File: src/rtl/instr_loader_if.sv
// instr_loader_if: byte-stream handshake plus instruction RAM write port of the boot loader.
// The loader uses the slave modport; the byte source and RAM side use master.
interface instr_loader_if #(
  parameter int ADDR_WIDTH = 10,
  parameter int DATA_WIDTH = 16
);
   logic [7:0]            iByte;
   logic                  iByteValid;
   logic                  oByteReady;
   logic                  iReload;
   logic                  oWriteEnable;
   logic [ADDR_WIDTH-1:0] oAddress;
   logic [DATA_WIDTH-1:0] oData;
   logic                  oCpuReset;
   logic                  oDone;
   logic                  oError;
   modport master (
      output iByte, iByteValid, iReload,
      input  oByteReady, oWriteEnable, oAddress, oData, oCpuReset, oDone, oError
   );
   modport slave (
      input  iByte, iByteValid, iReload,
      output oByteReady, oWriteEnable, oAddress, oData, oCpuReset, oDone, oError
   );
endinterface

File: src/rtl/instr_loader.sv
// instr_loader: assembles a counted byte stream into 16-bit instruction RAM writes, holding the CPU in reset until done.
// Define LOADER_CHECKSUM_EN to require a trailing mod-256 checksum byte (mismatch -> ERROR).
module instr_loader #(
  parameter int ADDR_WIDTH = 10,
  parameter int DATA_WIDTH = 16
) (
   input logic Clock,
   input logic Reset,
   instr_loader_if.slave bus
);
   typedef enum logic [2:0] {CNT_HI, CNT_LO, DATA_HI, DATA_LO, CHECK, WRITE, DONE, ERROR} state_t;
`ifdef LOADER_CHECKSUM_EN
   localparam state_t FINISH = CHECK;
`else
   localparam state_t FINISH = DONE;
`endif
   state_t state, nextState;
   logic [ADDR_WIDTH-1:0] cnt, idx;
   logic [7:0] hiByte;
   logic [DATA_WIDTH-1:0] word;
   logic take;
`ifdef LOADER_CHECKSUM_EN
   logic [7:0] sum;
`endif
   assign take = bus.iByteValid && bus.oByteReady;
   assign word = {hiByte, bus.iByte};
   assign bus.oByteReady = state inside {CNT_HI, CNT_LO, DATA_HI, DATA_LO, CHECK};
   assign bus.oWriteEnable = state == WRITE;
   assign bus.oCpuReset = state != DONE;
   assign bus.oDone = state == DONE;
`ifdef LOADER_CHECKSUM_EN
   assign bus.oError = state == ERROR;
`else
   assign bus.oError = 1'b0;
`endif
   always_comb begin
      nextState = state;
      case (state)
         CNT_HI:  nextState = take ? CNT_LO : state;
         CNT_LO:  nextState = !take ? state : ({cnt[ADDR_WIDTH-1:8], bus.iByte} == '0) ? FINISH : DATA_HI;
         DATA_HI: nextState = take ? DATA_LO : state;
         DATA_LO: nextState = take ? WRITE : state;
         WRITE:   nextState = (idx == cnt - 1'b1) ? FINISH : DATA_HI;
`ifdef LOADER_CHECKSUM_EN
         CHECK:   nextState = !take ? state : (bus.iByte == sum) ? DONE : ERROR;
`endif
         DONE, ERROR: nextState = bus.iReload ? CNT_HI : state;
         default: nextState = CNT_HI;
      endcase
   end
   always_ff @(posedge Clock) begin
      if (Reset) begin
         state <= CNT_HI;
         cnt <= '0;
         idx <= '0;
         hiByte <= '0;
         bus.oAddress <= '0;
         bus.oData <= '0;
`ifdef LOADER_CHECKSUM_EN
         sum <= '0;
`endif
      end else begin
         state <= nextState;
         if (take && state == CNT_HI) cnt[ADDR_WIDTH-1:8] <= bus.iByte[ADDR_WIDTH-9:0];
         if (take && state == CNT_LO) cnt[7:0] <= bus.iByte;
         if (take && state == DATA_HI) hiByte <= bus.iByte;
         if (take && state == DATA_LO) begin
            bus.oAddress <= idx;
            bus.oData <= word;
         end
         // Index and checksum restart whenever a new load begins.
         if (nextState == CNT_HI) idx <= '0;
         else if (state == WRITE) idx <= idx + 1'b1;
`ifdef LOADER_CHECKSUM_EN
         if (nextState == CNT_HI) sum <= '0;
         else if (take && state != CHECK) sum <= sum + bus.iByte;
`endif
      end
   end
endmodule

File: src/flat_wrapper.sv
// flat-port wrapper written by rule: the top's interface ports become plain ports
module instr_loader_flat 
#(
  parameter int ADDR_WIDTH = 10,
  parameter int DATA_WIDTH = 16
)
  (Clock, Reset, bus_iByte, bus_iByteValid, bus_iReload, bus_oByteReady, bus_oWriteEnable, bus_oAddress, bus_oData, bus_oCpuReset, bus_oDone, bus_oError);
  instr_loader_if #(.ADDR_WIDTH(ADDR_WIDTH), .DATA_WIDTH(DATA_WIDTH)) bus_i ();
  input logic Clock;
  input logic Reset;
  input wire logic [$bits(bus_i.iByte)-1:0] bus_iByte;
  input wire logic [$bits(bus_i.iByteValid)-1:0] bus_iByteValid;
  input wire logic [$bits(bus_i.iReload)-1:0] bus_iReload;
  output wire logic [$bits(bus_i.oByteReady)-1:0] bus_oByteReady;
  output wire logic [$bits(bus_i.oWriteEnable)-1:0] bus_oWriteEnable;
  output wire logic [$bits(bus_i.oAddress)-1:0] bus_oAddress;
  output wire logic [$bits(bus_i.oData)-1:0] bus_oData;
  output wire logic [$bits(bus_i.oCpuReset)-1:0] bus_oCpuReset;
  output wire logic [$bits(bus_i.oDone)-1:0] bus_oDone;
  output wire logic [$bits(bus_i.oError)-1:0] bus_oError;
  assign bus_i.iByte = bus_iByte;
  assign bus_i.iByteValid = bus_iByteValid;
  assign bus_i.iReload = bus_iReload;
  assign bus_oByteReady = bus_i.oByteReady;
  assign bus_oWriteEnable = bus_i.oWriteEnable;
  assign bus_oAddress = bus_i.oAddress;
  assign bus_oData = bus_i.oData;
  assign bus_oCpuReset = bus_i.oCpuReset;
  assign bus_oDone = bus_i.oDone;
  assign bus_oError = bus_i.oError;
  instr_loader #(.ADDR_WIDTH(ADDR_WIDTH), .DATA_WIDTH(DATA_WIDTH)) u_core (.Clock(Clock), .Reset(Reset), .bus(bus_i));
endmodule
File: config.mk
export PLATFORM = sky130hd
export DESIGN_NAME = instr_loader_flat
export DESIGN_NICKNAME = d
export VERILOG_FILES = /design/src/rtl/instr_loader_if.sv /design/src/rtl/instr_loader.sv /design/src/flat_wrapper.sv
export SDC_FILE = /design/constraint.sdc
export NUM_CORES = 1
export LEC_CHECK = 0
export CORE_UTILIZATION = 40
export DETAILED_ROUTE_END_ITERATION = 12
export PLACE_DENSITY = 0.66
export SYNTH_ARGS = -nofsm -noshare
export SYNTH_HDL_FRONTEND = slang
export SYNTH_SLANG_ARGS = --single-unit
export TNS_END_PERCENT = 1
File: constraint.sdc
create_clock -name Clock -period 1.85 [get_ports Clock]
set_input_delay 0.555 -clock Clock [delete_from_list [all_inputs] [get_ports Clock]]
set_output_delay 0.555 -clock Clock [all_outputs]
set_load 0.03 [all_outputs]
# Yosys cells after proc, flatten, opt, wreduce, memory -nomap -nowiden
# Cells that the tools add are included.
op_classes:
  add_sub_neg: 2
  multipliers: 0
  div: 0
  order_cmp: 0
  n_eq_ne: 9
  n_shift: 0
  n_mux: 8
  bitwise_logic: 0
  reduce_logical: 11
op_table:
  columns: ["operator", "n"]
  rows:
  - ["2-to-1 mux 3 bit", 7]
  - ["case mux 3 bit (6 select lines)", 1]
  - ["equality test 3 bit (second input constant)", 4]
  - ["adder 10 x 1 -> 10 bit (second input constant)", 1]
  - ["equality test 10 bit", 1]
  - ["logical NOT 10 bit", 1]
  - ["subtractor 10 x 1 -> 10 bit (second input constant)", 1]
  - ["equality test 3 x 2 -> 1 bit (second input constant)", 2]
  - ["logical NOT 3 bit", 2]
  - ["logical AND 1 bit", 5]
  - ["nonzero test 5 bit", 1]
  - ["OR reduction 2 bit", 2]
  - ["equality test 3 x 1 -> 1 bit (second input constant)", 1]
  - ["inequality test 3 bit (second input constant)", 1]
word_totals:
  ff_bits: 57
  latchBits: 0
  ramBits: 0
  rom_bits: 0
  in_bits: 12
  wordCells: 37
  memories: 0

# Depth between registers and ports, before layout
# Gate-level depths: netlist of the first run.
depth:
  depth_word: 7
  depth_mapped: 7
  ltp_nobuf: 7

# Worst setup path before layout of the first run
# OpenSTA, ideal clock, no wires.
synth_path:
  kind: "flip-flop to flip-flop"
  startpoint: "register u_core.cnt[0]"
  endpoint: "register u_core.state[2]"
  setup_ps: 59
  t_arrival_ps: 1713
  t_required_ps: 1791
  slack_ps: 78
  stages_incl_launch_ff: 7
  period_less_slack_ps: 1772
  path_cell_list: "dfxtp_1 > inv_1 > ha_1 > xnor2_1 > or4_1 > nor4_1 > a41o_1"
synth_between:
  elab_chain_len: 4
synth_lines:
  columns: ["item", "line", "rtl"]
  rows:
  - ["start, declared", "instr_loader.sv:18", "logic [ADDR_WIDTH-1:0] cnt, idx;"]
  - ["start signal, assigned by index", "instr_loader.sv:64", "if (take && state == CNT_HI) cnt[ADDR_WIDTH-1:8] <= bus.iByte[ADDR_WIDTH-9:0];"]
  - ["start signal, assigned", "instr_loader.sv:65", "if (take && state == CNT_LO) cnt[7:0] <= bus.iByte;"]
  - ["subtractor 10 x 1 -> 10 bit", "instr_loader.sv:43", "WRITE: nextState = (idx == cnt - 1'b1) ? FINISH : DATA_HI;"]
  - ["equality test 10 bit", "instr_loader.sv:43", null]
  - ["2-to-1 mux 3 bit", "instr_loader.sv:43", null]
  - ["case mux 3 bit (6 select lines)", "instr_loader.sv:38", "case (state)"]
  - ["end signal, assigned", "instr_loader.sv:63", "state <= nextState;"]
  - ["end, declared", "instr_loader.sv:17", "state_t state, nextState;"]
# No other way between the ends.
# A chain may end at the register's enable or synchronous reset.

# Worst setup path in the final report of the first run
layout_path:
  startpoint: "register u_core.state[1]"
  endpoint: "output bus_oWriteEnable"
layout_between:
  elab_chain_len: 1
layout_lines:
  columns: ["item", "line", "rtl"]
  rows:
  - ["equality test 3 bit", "instr_loader.sv:28", "assign bus.oWriteEnable = state == WRITE;"]
  - ["end, declared", "flat_wrapper.sv:15", "output wire logic [$bits(bus_i.oWriteEnable)-1:0] bus_oWriteEnable;"]
# No other way between the ends.

==> out/results.txt, run 1 <==
Post-synth EDFFs: 0
Final Max Tran Viols: 0
Vias in the first global route: 2127
Net count after synthesis: 331
Layout Nets: 395
Top-count cell post-synth: nand2_1
Io pins: 43
DP Cell Count: 445
Max VDD drop: 0.388 mV
Clock sinks: 57
Initial antenna violation count: 0
Synthesized flop and latch total: 57
Synth top area share: 46.4%
Ranking of synthesized cells by area: dfxtp_1, nand2_1, a21oi_1, xnor2_1, xor2_1
Worst setup SP type: flip-flop
N_diodes: 0
Iter 0 DRT Violations: 95
Non-Filler Instances: 459
Largest net degree at the start of global routing: 45
Top cell type by total area after synthesis: dfxtp_1
Crit path max fanout: 11
DIE AREA: 6460 um2
Seq/Total Area, Yosys: 46.4%
Ys async rst share: 0%
Synth cell count leaders: nand2_1, dfxtp_1, a21oi_1
Port Buffer Count: 41
Cell Rows: 28
Grt ovf: 0
Vert. Die Dim: 80.4 um
Via count: 2317
YS warnings: 0
Power density over cell area: 782 nW/um2
Clk_lat worst skew: 0.33 ns
Syn Area/Cell: 7.75 um2
Fraction of layout cells with a size suffix above 1: 14.3%
Clock tree from TritonCTS: done
CP peak stage delay: 0.31 ns
Worst-path clk slew: 0.06 ns
Clk root buf: clkbuf_8
Final period util: 96.6%
Cell family with most CP delay: buffers and inverters
Tmin final: 1.79 ns
Worst EP required: 1.29 ns
Area delta synth->final: 33.3%
CP Cell Sequence: buf_4 -> nand3b_4 -> inv_4 -> buf_6
Final GP Congestion: 0.811
H-tree lvl count: 3
Final setup vio count: 0
First-pass DRT Iterations: 4
Routed length per instance: 13.1 um
Achievable Freq: 0.560 GHz
Cell count after synthesis: 317
Die Width: 80.4 um
Worst slack at placement: -0.251 ns
Remaining DRCs: 0
Design Power: 2.56 mW
Post-DP HPWL: 4120 um
GRT Util Overall: 20.6%
Final hold slack: 0.450 ns
Routed vias/inst: 5.05
Max-capacitance violation count: 0
Post-DRT Antenna Nets: 0
Run status: finished, final reports clean
Postcts setup bufs: 0
Crit path capture type: primary output
Core ar.: 5920 um2
Static Leak: 1.36 nW
Worst-path cell with the longest stage delay: dfxtp_1
Routed wire length: 6010 um
First-pass GRT wire length: 10000 um
Post-route cell area: 3280 um2
Inserted Clock Buffers: 9
Yosys cell types: 36
CP arrival: 1.23 ns
Crit path buf inv count: 3
Clock buffer depth: 2
Initial Util: 41.5%
RSZ-0062 raised after global routing: yes
Hold Fails Final Rpt: 0
Final WS setup: 0.0635 ns
Hold Path Class: reg2reg
Mapped Area: 2460 um2
Top_reg_cell synth: dfxtp_1
Crit Path Category: reg2out
Cell Area, Placed: 3100 um2
Layout Skew: 0.00530 ns
==> cells in the final DEF (no fill, tap or decap), types with 2 or more instances in the layout <==
cell type	netlist	final
a21oi_1	45	45
and3_1	3	3
buf_4	2	31
buf_6	0	2
clkbuf_8	0	11
clkdlybuf4s50_1	0	11
clkinv_2	0	2
dfxtp_1	57	57
dlygate4sd2_1	0	26
ha_1	2	2
inv_1	4	3
mux2i_1	2	2
nand2_1	95	95
nand2b_1	2	2
nand3_1	7	7
nand3b_1	3	3
nand4_1	2	2
nor2_1	23	23
nor2b_1	4	3
nor3_1	3	3
o21ai_0	6	6
or4_1	2	2
xnor2_1	13	13
xor2_1	10	10
==> metal layers <==
layer	global-route usage [%]	wire, um
met5	0	0
met4	8.04	81
met3	5.11	236
met2	31.4	2700
met1	27.7	3000
==> where the power goes <==
group | total [mW] | leakage [nW] | switching, mW | internal [mW]
logic | 0.277 | 0.811 | 0.146 | 0.131
clock network | 1.02 | 0.0871 | 0.484 | 0.538
registers | 1.26 | 0.460 | 0.0145 | 1.25
total | 2.56 | 1.36 | 0.644 | 1.92
==> per-stage QoR <==
step	utilization [%]	TNS, ns
floorplan	-	0
global placement	52.3	-4.82
detailed placement	52.3	-7.03
CTS	55.0	0
global route	55.3	-0.0241
finish	55.3	0
==> worst paths after layout <==
kind / startpoint / to / slack [ns] / cells after the start
worst min-delay path: u_core.hiByte[1] / u_core.bus.oData[9] / 0.45 / 2
worst max register to register: u_core.cnt[0] / u_core.state[2] / 0.09 / 8
worst max-delay path: u_core.state[1] / bus_oWriteEnable / 0.06 / 4
worst min register to register: u_core.hiByte[1] / u_core.bus.oData[9] / 0.45 / 2
==> layout make-up <==
| cell class | count | area (um2) |
|---|---|---|
| Fill cell | 568 | 2650 |
| Multi-Input combinational cell | 238 | 1250 |
| Sequential cell | 57 | 1140 |
| Timing Repair Buffer | 71 | 604 |
| Clock buffer | 11 | 151 |
| Tap cell | 75 | 93.8 |
| Clock inverter | 3 | 17.5 |
| Inverter | 4 | 17.5 |
==> sequential cells by signal, indices dropped and copies added, names as in the netlist <==
signal and flops:
u_core.cnt 10, u_core.state 3, u_core.hiByte 8, u_core.bus.oAddress 10, u_core.idx 10, u_core.bus.oData 16
==> worst register-to-register path, delay by kind of cell (launching register included) <==
| family | cells | cell delay, ns |
|---|---|---|
| compound gates | 2 | 0.51 |
| fa+ha+maj | 1 | 0.16 |
| buf+inv | 3 | 0.41 |
| flops | 1 | 0.31 |
| simple gates | 2 | 0.31 |
==> logic make-up after synthesis <==
group | after synthesis | share of synthesized area [%]
other cells | 1 | 0.153
mux | 2 | 0.815
fa+ha+maj | 2 | 1.02
compound gates | 59 | 13.0
xor+xnor | 23 | 8.20
buf+inv | 22 | 3.87
flops | 57 | 46.4
simple gates | 151 | 26.5
==> what timing repair did <==
action / in CTS / in global routing
pin swaps: 1 / 0
gates resized for setup: 33 / 5
endpoints found under the setup margin: 29 / 6
hold buffers: 0 / 0
hold endpoints to repair: 0 / 0
Power figures use the tool's default switching activity.
==> run 2, diff against run 1 <==
Settings changed: CORE_MARGIN from default to 2, CTS_CLUSTER_DIAMETER from default to 30.
==> out/results.txt, run 2 (synthesis gave the netlist of run 1 again) <==
Max VDD drop: 0.459 mV (+18%)
Die Width: 82.4 um (+2.5%)
Most frequent cells in the layout: nand2_1, dfxtp_1, a21oi_1, buf_4, dlygate4sd2_1
Layout Nets: 396 (+0.25%)
Post-CTS Hold Fix Bufs: 0 (unchanged)
Worst-path clk slew: 0.06 ns (about the same)
CP Cell Sequence: buf_4 -> nand3b_4 -> inv_4 -> buf_6
Power density over cell area: 846 nW/um2 (+8.3%)
Final WS setup: 0.0700 ns (+0.00650 ns)
Storage cell area: 1140 um2 (unchanged)
Initial Util: 41.5% (unchanged)
Layout Skew: 0.00413 ns (-0.00118 ns)
Clock buffer depth: 2 (unchanged)
GRT Util Overall: 19.3% (-1.3 points)
Achievable Freq: 0.562 GHz (+0.36%)
Initial antenna violation count: 0 (unchanged)
Fraction of layout cells with a size suffix above 1: 14.7% (+0.41 points)
Run status: finished, final reports clean
Vert. Die Dim: 82.4 um (+2.5%)
Area delta synth->final: 35.9%
Inserted Clock Buffers: 9 (unchanged)
DP Cell Count: 446 (+0.22%)
Post-DP HPWL: 4160 um (+1.0%)
Worst slack at placement: -0.279 ns (-0.0276 ns)
First-pass DRT Iterations: 4 (unchanged)
Final setup vio count: 0 (unchanged)
Routed vias/inst: 4.99 (-1.1%)
H-tree lvl count: 3 (unchanged)
Port Buffer Count: 41 (unchanged)
Filler cells: 581 (+2.3%)
Routed wire length: 6010 um (about the same)
Final period util: 96.2% (-0.35 points)
DIE AREA: 6790 um2 (+5.0%)
Crit path capture type: primary output
Crit Path Category: reg2out
Cell Rows: 28 (unchanged)
Non-Filler Instances: 462 (+0.65%)
Worst setup SP type: flip-flop
Post-DRT Antenna Nets: 0 (unchanged)
Postcts setup bufs: 0 (unchanged)
Via count: 2306 (-0.47%)
Remaining DRCs: 0 (unchanged)
Clk root buf: clkbuf_8
Largest Register: u_core.bus.oData
N_diodes: 0 (unchanged)
Largest net degree at the start of global routing: 45 (unchanged)
Worst EP required: 1.29 ns (about the same)
Grt ovf: 0 (unchanged)
Tmin final: 1.78 ns (-0.00650 ns)
Iter 0 DRT Violations: 129 (+36%)
Clk_lat worst skew: 0.33 ns (about the same)
Design Power: 2.83 mW (+10%)
Final Max Tran Viols: 0 (unchanged)
Multi-input gate area: 1250 um2 (-0.20%)
Clock sinks: 57 (unchanged)
Routed length per instance: 13.0 um (-0.73%)
Hold Fails Final Rpt: 0 (unchanged)
CP arrival: 1.23 ns (about the same)
Final hold slack: 0.450 ns (+0.000275 ns)
Static Leak: 1.39 nW (+2.3%)
Hold Path Class: reg2reg
Vias in the first global route: 2068 (-2.8%)
First-pass GRT wire length: 9760 um (-2.5%)
Final GP Congestion: 0.808 (-0.41%)
Commonest non-fill, non-tap cell in the layout: nand2_1
Max-capacitance violation count: 0 (unchanged)
Max reg flops: 16 (unchanged)
RSZ-0062 raised after global routing: yes
CP peak stage delay: 0.31 ns (about the same)
Worst-path cell with the longest stage delay: dfxtp_1
Core ar.: 5920 um2 (unchanged)
Crit path max fanout: 11 (unchanged)
Clock tree from TritonCTS: done
Io pins: 43 (unchanged)
## run 2: critical path: cells and delay by family (launching register included)
kind | cells | cell delay, ns
AND/OR/NAND/NOR | 1 | 0.19
buffers and inverters | 3 | 0.39
flip-flops | 1 | 0.31
## run 2: area by class of cell
type | count | area share [%]
multi-input combinational | 238 | 37.3
sequential | 57 | 34.2
timing repair buffer | 72 | 18.6
clock buffer | 11 | 4.23
tap | 75 | 2.81
clock inverter | 5 | 2.36
inverter | 4 | 0.524
## run 2: repair_timing
action | 4_1_cts | 5_1_grt
gates resized for setup | 32 | 5
pin swaps | 0 | 1
cloned | 0 | 0
setup endpoints to repair | 29 | 33
## run 2: path summary, 6_finish.rpt
path	start	endpoint	slack (ns)	cells past startpoint
worst min-delay path	u_core.hiByte[0]	u_core.bus.oData[8]	0.45	2
worst max register to register	u_core.cnt[0]	u_core.state[2]	0.14	6
worst max-delay path	u_core.state[1]	bus_oWriteEnable	0.07	4
worst min register to register	u_core.hiByte[0]	u_core.bus.oData[8]	0.45	2
## run 2: per-layer routing
layer / vias to the layer above / global-route usage (%) / routed length [um]
li1: 1174 / - / -
met1: 1066 / 26.8 / 2870
met2: 62 / 28.3 / 2700
met3: 4 / 5.54 / 411
met4: 0 / 7.00 / 25
met5: - / 0 / 0
## run 2: stage by stage
| step | cell area [um2] | util [%] | setup TNS (ns) |
|---|---|---|---|
| after floorplan | 2460 | - | 0 |
| final | 3340 | 56.4 | 0 |
| after global routing | 3340 | 56.4 | -0.0206 |
| after CTS | 3320 | 56.1 | 0 |
| after global placement | 3120 | 52.7 | -11.29 |
| after detailed placement | 3120 | 52.7 | -11.71 |
## run 2: power breakdown
group / switching [mW] / total [mW] / leakage [nW] / internal [mW]
clock: 0.502 / 1.29 / 0.113 / 0.793
sequential: 0.0149 / 1.26 / 0.460 / 1.25
combinational: 0.142 / 0.271 / 0.816 / 0.129
==> run 3, diff against run 2 <==
Settings changed: REMOVE_ABC_BUFFERS from default to 1.
==> out/results.txt, run 3 (synthesis gave the netlist of run 1 again) <==
Non-Filler Instances: 460 (-0.43%)
Layout Nets: 394 (-0.51%)
CP startpoint: u_core.state[2]
Clock sinks: 57 (unchanged)
Achievable Freq: 0.541 GHz (-3.6%)
Post-CTS Hold Fix Bufs: 0 (unchanged)
Io pins: 43 (unchanged)
GR Util met2: 29.7% (+1.4 points)
Crit path max fanout: 8 (-3)
Most frequent cells in the layout: nand2_1, dfxtp_1, a21oi_1, buf_4, dlygate4sd2_1
Inserted Clock Buffers: 9 (unchanged)
Post-DRT Antenna Nets: 0 (unchanged)
Final period util: 99.8% (+3.6 points)
GR Util met1: 25.2% (-1.6 points)
Crit Path Category: reg2out
Max VDD drop: 0.460 mV (+0.20%)
Final WS setup: 0.00281 ns (-0.0672 ns)
Final setup vio count: 0 (unchanged)
Hold Path Class: reg2reg
Clk_lat worst skew: 0.33 ns (about the same)
Cell Area, Placed: 3080 um2 (-1.1%)
Largest Register: u_core.bus.oData
Fraction of layout cells with a size suffix above 1: 14.3% (-0.44 points)
Cell Rows: 28 (unchanged)
Remaining DRCs: 0 (unchanged)
Design Power: 2.86 mW (+1.2%)
Via count: 2246 (-2.6%)
Layout Skew: 0.00741 ns (+0.00329 ns)
Clock tree from TritonCTS: done
Post-route cell area: 3310 um2 (-0.82%)
GRT Util Overall: 19.1% (-0.21 points)
Core ar.: 5920 um2 (unchanged)
Clk root buf: clkbuf_8
Worst EP required: 1.29 ns (about the same)
Initial antenna violation count: 0 (unchanged)
Vias in the first global route: 2087 (+0.92%)
N_diodes: 0 (unchanged)
DIE AREA: 6790 um2 (unchanged)
GR peak layer: met2
First-pass DRT Iterations: 4 (unchanged)
Power density over cell area: 864 nW/um2 (+2.0%)
Met3 GRT Util: 5.22% (-0.33 points)
HP Start: u_core.bus.oData[6]
Final GP Congestion: 0.882 (+9.1%)
Post-DP HPWL: 4190 um (+0.56%)
Grt ovf: 0 (unchanged)
Vert. Die Dim: 82.4 um (unchanged)
Clock buffer depth: 2 (unchanged)
H-tree lvl count: 3 (unchanged)
Final Max Tran Viols: 0 (unchanged)
First-pass GRT wire length: 9720 um (-0.42%)
Static Leak: 1.38 nW (-0.89%)
FF-to-FF Start: u_core.cnt[0]
Routed vias/inst: 4.88 (-2.2%)
Tmin final: 1.85 ns (+0.0672 ns)
RSZ-0062 raised after global routing: yes
Die Width: 82.4 um (unchanged)
Worst slack at placement: -0.282 ns (-0.00339 ns)
Routed length per instance: 12.8 um (-1.9%)
Commonest non-fill, non-tap cell in the layout: nand2_1
Max-capacitance violation count: 0 (unchanged)
Max reg flops: 16 (unchanged)
Iter 0 DRT Violations: 88 (-32%)
Worst-path clk slew: 0.07 ns (about the same)
Initial Util: 41.5% (unchanged)
Crit path capture type: primary output
Port Buffer Count: 41 (unchanged)
Worst setup SP type: flip-flop
Routed wire length: 5870 um (-2.3%)
CP arrival: 1.29 ns (+0.06 ns)
DP Cell Count: 443 (-0.67%)
Post-layout util: 56.0% (-0.46 points)
Area delta synth->final: 34.8%
Run status: finished, final reports clean
Hold Fails Final Rpt: 0 (unchanged)
Largest net degree at the start of global routing: 31 (-31%)
==> run 3: area by class of cell <==
| class | count | area [um2] |
|---|---|---|
| Inverter | 4 | 15.0 |
| Multi-Input combinational cell | 238 | 1240 |
| Fill cell | 579 | 2610 |
| Clock inverter | 5 | 77.6 |
| Tap cell | 75 | 93.8 |
| Clock buffer | 11 | 151 |
| Sequential cell | 57 | 1140 |
| Timing Repair Buffer | 70 | 589 |
==> run 3: critical path: stages, from the launching register on <==
cell	delay [ns]
dfxtp_1	0.51
nand2_1	0.14
clkdlybuf4s15_2	0.31
==> run 3: worst paths after layout <==
| check | slack [ns] | end | cells after the start |
|---|---|---|---|
| hold reg to reg | 0.45 | u_core.bus.oData[6] | 2 |
| setup reg to reg | 0.11 | u_core.state[2] | 6 |
| setup / recovery | 0.003 | bus_oCpuReset | 2 |
| hold / removal | 0.45 | u_core.bus.oData[6] | 2 |
==> run 3: report_power, final <==
group          internal (mW)  leakage, nW  switching, mW  total (mW)
sequential              1.25        0.460         0.0160        1.26
clock                  0.827        0.115          0.506        1.33
combinational          0.124        0.802          0.141       0.266
total                   2.20         1.38          0.664        2.86
==> run 3: per-stage QoR <==
stage	setup TNS (ns)	hold WS [ns]
after floorplan	0	0.426
after CTS	-0.0394	0.454
after detailed placement	-5.97	0.447
after global placement	-5.25	0.442
final	0	0.451
after global routing	-0.0450	0.465
==> run 3: routing by layer <==
| metal | up-vias | wire, um |
|---|---|---|
| met5 | - | 0 |
| li1 | 1173 | - |
| met1 | 1021 | 2870 |
| met4 | 0 | 73 |
| met3 | 6 | 219 |
| met2 | 46 | 2710 |
==> run 3: what timing repair did <==
| action | CTS | global route |
|---|---|---|
| setup buffers | 1 | 0 |
| pin swaps | 0 | 1 |
| gates resized for setup | 31 | 4 |
| endpoints found under the setup margin | 28 | 13 |
